===== config.mk =====
export PLATFORM = sky130hd
export DESIGN_NAME = rb_sched
export DESIGN_NICKNAME = d
export VERILOG_FILES = /design/src/rtl/rb_sched_pkg.sv /design/src/rtl/rb_rr_pick.sv /design/src/rtl/rb_sched.sv
export SDC_FILE = /design/constraint.sdc
export NUM_CORES = 1
export LEC_CHECK = 0
export CAP_MARGIN = 5
export CORE_MARGIN = 1
export CORE_UTILIZATION = 25
export DETAILED_ROUTE_END_ITERATION = 10
export PLACE_DENSITY = 0.55
export SLEW_MARGIN = 20
export SYNTH_ARGS = -nofsm -noshare
export SYNTH_HDL_FRONTEND = slang
export SYNTH_SLANG_ARGS = --single-unit

===== constraint.sdc =====
create_clock -name clk -period 5.4 [get_ports clk]
set_input_delay 1.62 -clock clk [delete_from_list [all_inputs] [get_ports clk]]
set_output_delay 1.62 -clock clk [all_outputs]
set_load 0.02 [all_outputs]

===== src/rtl/rb_sched_pkg.sv =====
// Shared state encoding and register-bank address map for the rb_sched scheduler.
package rb_sched_pkg;

  typedef enum logic [1:0] {IDLE, ISSUE, MWAIT, RESP} state_t;

  typedef enum logic [1:0] {CLS_FAST, CLS_M, CLS_UNMAP} addr_cls_t;

  localparam logic [6:0] ADDR_M_LO     = 7'h50;
  localparam logic [6:0] ADDR_FAST2_LO = 7'h60;
  localparam logic [6:0] ADDR_UNMAP_LO = 7'h70;
  localparam logic [6:0] ADDR_PC       = 7'h69;
  localparam logic [6:0] ADDR_EP       = 7'h6F;

  function automatic addr_cls_t addrClass(input logic [6:0] addr);
    addr_cls_t cls;
    if (addr >= ADDR_UNMAP_LO) cls = CLS_UNMAP;
    else if (addr >= ADDR_M_LO && addr < ADDR_FAST2_LO) cls = CLS_M;
    else cls = CLS_FAST;
    return cls;
  endfunction

  // pc and ep may only be written by the debug requester
  function automatic logic isReadOnly(input logic [6:0] addr);
    return (addr == ADDR_PC) || (addr == ADDR_EP);
  endfunction

endpackage


===== src/rtl/rb_rr_pick.sv =====
// Round-robin picker: returns the one-hot winner, searching upward from the pointer.
module rb_rr_pick #(
  parameter int N_REQ = 3,
  parameter int PW    = (N_REQ > 1) ? $clog2(N_REQ) : 1
) (
  input  logic [N_REQ-1:0] i_req,
  input  logic [PW-1:0]    i_ptr,
  output logic [N_REQ-1:0] o_winner
);

  always_comb begin : pick
    int   idx;
    logic found;
    o_winner = '0;
    found    = 1'b0;
    idx      = 0;
    for (int k = 0; k < N_REQ; k++) begin
      idx = (int'(i_ptr) + k) % N_REQ;
      if (!found && i_req[idx]) begin
        o_winner[idx] = 1'b1;
        found         = 1'b1;
      end
    end
  end

endmodule


===== src/rtl/rb_sched.sv =====
// Arbitrates N_REQ requesters onto one register bank, with a slow handshake window
// for m-space and access checks on the debug-only registers.
module rb_sched
  import rb_sched_pkg::*;
#(
  parameter int N_REQ = 3,
  parameter int DW    = 32
) (
  input  logic                       clk,
  input  logic                       rst,
  input  logic [N_REQ-1:0]           req,
  input  logic [N_REQ-1:0]           req_we,
  input  logic [N_REQ-1:0][6:0]      req_addr,
  input  logic [N_REQ-1:0][DW-1:0]   req_wdata,
  output logic [N_REQ-1:0]           gnt,
  output logic [N_REQ-1:0]           rsp_valid,
  output logic                       rsp_err,
  output logic [DW-1:0]              rsp_rdata,
  output logic                       rb_en,
  output logic                       rb_we,
  output logic [6:0]                 rb_addr,
  output logic [DW-1:0]              rb_wdata,
  input  logic [DW-1:0]              rb_rdata,
  output logic                       m_req,
  input  logic                       m_ack
);

  localparam int PW = (N_REQ > 1) ? $clog2(N_REQ) : 1;

  state_t          r_state, w_next;
  logic [PW-1:0]   r_ptr;
  logic [PW-1:0]   r_idx;
  logic            r_we;
  logic [6:0]      r_addr;
  logic [DW-1:0]   r_wdata;
  logic [DW-1:0]   r_mdata;
  logic            r_err;
  logic            r_fromM;

  logic [N_REQ-1:0] w_win;
  logic [PW-1:0]    w_winIdx;
  logic             w_selWe;
  logic [6:0]       w_selAddr;
  logic [DW-1:0]    w_selWdata;
  addr_cls_t        w_cls;
  logic             w_illegal;
  logic             w_accept;

  rb_rr_pick #(.N_REQ(N_REQ), .PW(PW)) u_pick (
    .i_req    (req),
    .i_ptr    (r_ptr),
    .o_winner (w_win)
  );

  always_comb begin
    w_winIdx = '0;
    for (int i = 0; i < N_REQ; i++) begin
      if (w_win[i]) w_winIdx = PW'(i);
    end
  end

  assign w_selWe    = req_we[w_winIdx];
  assign w_selAddr  = req_addr[w_winIdx];
  assign w_selWdata = req_wdata[w_winIdx];
  assign w_cls      = addrClass(w_selAddr);
  assign w_illegal  = w_selWe && isReadOnly(w_selAddr) && (w_winIdx != PW'(N_REQ - 1));
  assign w_accept   = (r_state == IDLE) && (|req);

  always_ff @(posedge clk or posedge rst) begin
    if (rst) r_state <= IDLE;
    else     r_state <= w_next;
  end

  // gnt is combinational so the winner is acknowledged in the same IDLE cycle;
  // it is masked by rst so every output is quiet while reset is held.
  always_comb begin
    w_next = r_state;
    gnt    = '0;
    case (r_state)
      IDLE: begin
        if (|req) begin
          if (!rst) gnt = w_win;
          if (w_cls == CLS_UNMAP || w_illegal) w_next = RESP;
          else if (w_cls == CLS_M)             w_next = MWAIT;
          else                                 w_next = ISSUE;
        end
      end
      ISSUE:   w_next = RESP;
      MWAIT:   if (m_ack) w_next = RESP;
      RESP:    w_next = IDLE;
      default: w_next = IDLE;
    endcase
  end

  always_ff @(posedge clk or posedge rst) begin
    if (rst) begin
      r_ptr   <= '0;
      r_idx   <= '0;
      r_we    <= 1'b0;
      r_addr  <= '0;
      r_wdata <= '0;
      r_mdata <= '0;
      r_err   <= 1'b0;
      r_fromM <= 1'b0;
    end else begin
      if (w_accept) begin
        r_ptr   <= (w_winIdx == PW'(N_REQ - 1)) ? '0 : w_winIdx + 1'b1;
        r_idx   <= w_winIdx;
        r_we    <= w_selWe;
        r_addr  <= w_selAddr;
        r_wdata <= w_selWdata;
        r_err   <= (w_cls == CLS_UNMAP) || w_illegal;
        r_fromM <= (w_cls == CLS_M);
      end
      // m-space read data is only on the bus during the ack cycle
      if (r_state == MWAIT && m_ack) r_mdata <= rb_rdata;
    end
  end

  assign rb_en    = (r_state == ISSUE);
  assign m_req    = (r_state == MWAIT);
  assign rb_we    = (rb_en || m_req) && r_we;
  assign rb_addr  = r_addr;
  assign rb_wdata = r_wdata;

  always_comb begin
    rsp_valid = '0;
    rsp_err   = 1'b0;
    rsp_rdata = '0;
    if (r_state == RESP) begin
      rsp_valid[r_idx] = 1'b1;
      rsp_err          = r_err;
      if (!r_err && !r_we) rsp_rdata = r_fromM ? r_mdata : rb_rdata;
    end
  end

endmodule


**Word level (Yosys, flattened, before mapping)**

Cells that the tools add are included.

- Reduce and logical (&&, ||, !) cells: 23
- Muxes and demuxes: 46
- Bitwise logic cells: 2
- Divide/modulo/power cells: 3
- Equality and inequality tests: 11
- Magnitude comparators: 12
- Add/subtract/negate cells: 3

Operators with widths:

| cell | count |
|---|---|
| 2-to-1 mux 32 bit | 4 |
| >= comparator 32 x 1 -> 1 bit (second input constant) | 3 |
| less-than comparator 32 x 4 -> 1 bit (second input constant) | 3 |
| binary-select mux 32 bit (select 2 bit) | 1 |
| modulo 32 x 3 -> 32 bit (second input constant) | 2 |
| modulo 3 x 3 -> 32 bit (second input constant) | 1 |
| 2-to-1 mux 3 bit | 7 |
| 2-to-1 mux 1 bit | 16 |
| binary-select mux 7 bit (select 2 bit) | 1 |
| equality test 7 bit (second input constant) | 2 |
| >= comparator 7 bit (second input constant) | 2 |
| 2-to-1 mux 2 bit | 7 |
| logical AND 1 bit | 13 |
| binary-select mux 1 bit (select 2 bit) | 4 |
| demux 1 bit (select 2 bit) | 4 |
| equality test 2 bit (second input constant) | 4 |
| one-hot mux 2 bit (4 select lines) | 1 |
| less-than comparator 7 bit (second input constant) | 1 |
| 2-to-1 mux 7 bit | 1 |
| less-than comparator 2 x 3 -> 1 bit (second input constant) | 2 |
| bitwise OR 3 bit | 2 |
| equality test 2 x 1 -> 1 bit (second input constant) | 2 |
| logical NOT 1 bit | 4 |
| != test 2 x 1 -> 1 bit (second input constant) | 2 |
| 9 further kinds | 11 |

- Register bits after elaboration: 80
- Logic and storage cells: 109
- Output and inout port bits: 81
- Bits of input ports: 158

**Depth between registers and ports, before layout**

- Word-level depth: 24
- Mapped depth: 12

**Hierarchy**

A second synthesis with hierarchy kept.

- Cells, all modules: 493
- Area, all modules: 4744.6 µm²

Modules (own cells, without submodules):

| module | times used | seq. area each (µm²) | cells each | area an instance (µm²) |
|---|---|---|---|---|
| rb_sched | 1 | 1976.9 | 458 | 4479.3 |
| rb_rr_pick | 1 | 0.0 | 35 | 265.3 |

**Worst setup path after synthesis**

Ideal clock, no wire load.

- Kind: input -> output
- From: in req[1]
- To: out gnt[2]
- Cell stages on the path: 7
- Arrival time: 3.560 ns
- Setup slack: 0.220 ns
- Buffers on the path: 2
- Cells stage by stage: nand2b_1 mux2i_1 nand2_1 a31oi_2 clkbuf_1 clkbuf_1 nor3b_1

- Longest elaborated chain between the ends: 13
- Elaborated cells between the ends (all ways): 24
- Classes of those cells: mux (17); bitwise (2); reduce/logical (5)

RTL lines:

| what | RTL line | text |
|---|---|---|
| from (decl) | rb_sched.sv:11 | `input logic [N_REQ-1:0] req,` |
| binary-select mux 1 bit (select 2 bit) | rb_rr_pick.sv:19 | `if (!found && i_req[idx]) begin` |
| 2-to-1 mux 1 bit (implied by the code) (2 in series) | rb_rr_pick.sv:19 |  |
| 2-to-1 mux 1 bit | rb_rr_pick.sv:19 |  |
| logical NOT 1 bit | rb_rr_pick.sv:19 |  |
| logical AND 1 bit | rb_rr_pick.sv:19 |  |
| 2-to-1 mux 1 bit | rb_rr_pick.sv:19 |  |
| logical NOT 1 bit | rb_rr_pick.sv:19 |  |
| logical AND 1 bit | rb_rr_pick.sv:19 |  |
| 2-to-1 mux 3 bit | rb_rr_pick.sv:19 |  |
| 2-to-1 mux 3 bit | rb_sched.sv:82 | `if (!rst) gnt = w_win;` |
| 2-to-1 mux 3 bit * | rb_sched.sv:81 | `if (\|req) begin` |
| 2-to-1 mux 3 bit * | rb_sched.sv:79 | `case (r_state)` |
| to (decl) | rb_sched.sv:15 | `output logic [N_REQ-1:0] gnt,` |

Every way passes the cells marked *; elsewhere a longest branch is shown, timed or not. The select of a mux whose other input is x is not followed.

**Worst setup path after layout**

- From: in req[2]
- To: out gnt[2]

Same word-level chain as after synthesis.

==> metrics <==
status finished clean; TNS Setup 0 ns; relative slew slack 33.9%; HP Start rb_wdata[28]; pwr dens 553 mW/mm2; TritonRoute pass-1 iters 4; Num CTS Buffers 9; vias per cell around 4.5; Sw Share 42.0%; Total Routed Length 14500 um; setup bufs post-CTS 0; NetSw 1750 uW; P&R area growth vs syn 63.5%; critical path fanouts, max 6; fin area approximately 0.0075 mm2; internal power ~2400 uW; hold slack 0.480 ns; critical path launch point type input port; synthesized area 0.00460 mm2; sequential area share after synthesis 43.0%; DRT antenna net count 0; Final WS setup about 0.42 ns; crit path kind input port to primary output; Fin. Hold Viols 0; # nets final 870; CP required 3.78 ns; worst setup path startpoint req[2]; worst skew pair latency 0.34 ns; input/output buffers between 200 and 250; largest net degree at the start of global routing 85; antenna violations before repair 0; Setup violations, final 0; vias in the first global route 4300; Reg2Reg Launch Point r_ptr[1]; clk sinks slightly below 80; max layer used met4; clock skew between 0.01 and 0.015 ns; Leak 0.00308 uW; flops & latches, synth 79; Flop pwr share a little over a quarter; wire length on met3 1420 um; WP buf/inv 2; Placed Cells 922; M1 WL 5930 um; Synth area leader dfrtp_1; Post-CTS Resized 0; ANT cells 0; hold crit path type register to register; Worst path slowest cell clkdlybuf4s50_1; clk slew on worst S/H paths 0.06 ns; share of cells above drive strength 1 9.75%; Peak VDD IR 0.284 mV; number of enable flip-flop cells after synthesis 0; Worst Setup End Kind primary output; Main synth FF type dfrtp_1; clock share of power ~15%; pre-CTS WS 0.0489 ns; Residual DRC 0; Syn Area/Cell approximately 9.6 um2; CORE AREA 0.0180 mm2; CTS Buffer Depth 2; remaining global-route overflow 0; total track usage between 10% and 20%; die area 0.0189 mm2; die height 138 um; Ports 239; fin crit period 4.98 ns; routability cong. roughly 0.80; combinational share of power 59.3%; routed length on met2 a little under 7000 um; most common cell in the netlist dfrtp_1; first-pass GRT wire length about 22000 um; Arr. time, crit path 3.36 ns; root buf cell clkbuf_16; FMAX 201 MHz; Distinct cells, synth 39; chip width around 140 um; max incr delay on CP 0.59 ns; asr flop ratio synth 100%; final cell count without fillers 937; largest cells by area after synthesis dfrtp_1 (43%), mux2i_1 (16%), mux2_2 (8.3%); Post-Syn Instances 480; initial core utilization 25.5%; synth cell count leaders dfrtp_1 (79), mux2i_1 (75), nor2_1 (73), nand2_1 (52), o21ai_0 (43); Final Cycle Share between 90 and 100%; post-synth top area share 43.0%; worst slew pin tran 0.992 ns; CTS tree yes; post-DP HPWL between 10000 and 15000 um; Placed Area 0.00721 mm2; CP top delay family buffers and inverters; worst path cell trace clkdlybuf4s50_1 > mux2i_1 > mux2i_2 > nand2_1 > a31oi_4 > nor3b_1 > dlymetal6s2s_1; row count 49; RSZ-0062 raised after global routing no; DRT iter0 DRCs 113; yosys warns 0; Slew Viols, Final 0; Vias around 4300; DR WL/cell between 15 and 20 um; H-Tree Depth 3; syn_nets between 600 and 700; Max-Cap Viols 0; cts hold-fix bufs 0
## flip-flops by register name, indices dropped and copies added (netlist names)
name / flops
rb_wdata: 32
r_we: 1
r_idx: 1
r_fromM: 1
r_ptr: 2
rb_addr: 7
r_mdata: 32
r_state: 2
r_err: 1
## logic make-up (layout without fill, tap and decap cells)
group	count (synthesis)	after routing	share of synthesized area, %
AO/OA/AOI/OAI	92	92	11.4
XOR/XNOR	1	1	0.191
adder cells (fa/ha/maj)	8	8	2.18
buffers and inverters	42	270	3.86
flip-flops	79	79	43.0
multiplexers	114	114	26.2
AND/OR/NAND/NOR	144	144	13.2
## metrics by stage
| stage | power, uW | util [%] |
|---|---|---|
| 5_1_grt | 4510 | 41.7 |
| 4_1_cts | 4220 | 41.6 |
| 6_report | 4160 | 41.7 |
| 3_3_place_gp | 3520 | 40.0 |
| 3_5_place_dp | 3590 | 40.0 |
| 2_1_floorplan | 2680 | - |
## power groups by stage
stage | Clock (uW) | Sequential [uW] | Combinational, uW
2_1_floorplan | 0 | 1190 | 1500
3_3_place_gp | 0 | 1070 | 2450
3_5_place_dp | 0 | 1090 | 2500
4_1_cts | 639 | 1080 | 2500
5_1_grt | 667 | 1120 | 2720
6_report | 612 | 1080 | 2460
## cell usage in the layout (no fill, tap or decap), drive strengths merged, types with 2 or more instances in the layout
cell type	synthesis	final
buf	13	8
nand3b	2	2
ha	8	8
o21ai	45	45
o31ai	2	2
dlymetal6s2s	0	3
nand2b	3	3
nor2	73	73
mux2	38	38
nor3	3	3
and2	2	2
mux2i	76	76
nand2	52	52
dfrtp	79	79
clkinv	0	4
nor3b	4	4
a21oi	36	36
a22o	2	2
inv	9	9
clkdlybuf4s50	0	235
clkbuf	20	10
## routing by layer
metal / GRT usage, % / vias up
met5: 0 / -
met4: 6.35 / 0
met3: 5.67 / 15
met2: 26.4 / 189
met1: 17.6 / 1955
li1: - / 2104
## worst reg2reg max path, stage by stage (launching register included)
cell	delay, ns
dfrtp_1	0.44
inv_1	0.13
ha_1	0.25
mux2i_1	0.32
nor2_1	0.16
o32ai_4	0.30
buf_4	0.61
mux2_1	0.43
mux2i_1	0.35
nor3_2	0.11
a221o_1	0.33
a22o_1	0.19
## layout make-up
class / count / area (um2)
Inverter: 9 / 35.0
Sequential cell: 79 / 1980
Timing Repair Buffer: 246 / 2450
Clock buffer: 10 / 239
Clock inverter: 5 / 57.6
Tap cell: 229 / 287
Multi-Input combinational cell: 359 / 2470
Fill cell: 1736 / 10500
## path summary, 6_finish.rpt
| kind | to | slack (ns) | cells past startpoint |
|---|---|---|---|
| max in group asynchronous | r_mdata[7] | 2.62 | 3 |
| setup reg to reg | r_state[1] | 1.69 | 11 |
| setup / recovery | gnt[2] | 0.42 | 7 |
| hold reg to reg | rb_wdata[28] | 0.48 | 2 |
| min in group asynchronous | r_idx[1] | 1.83 | 2 |
| hold / removal | rb_wdata[28] | 0.48 | 2 |
Power figures use the tool's default switching activity.
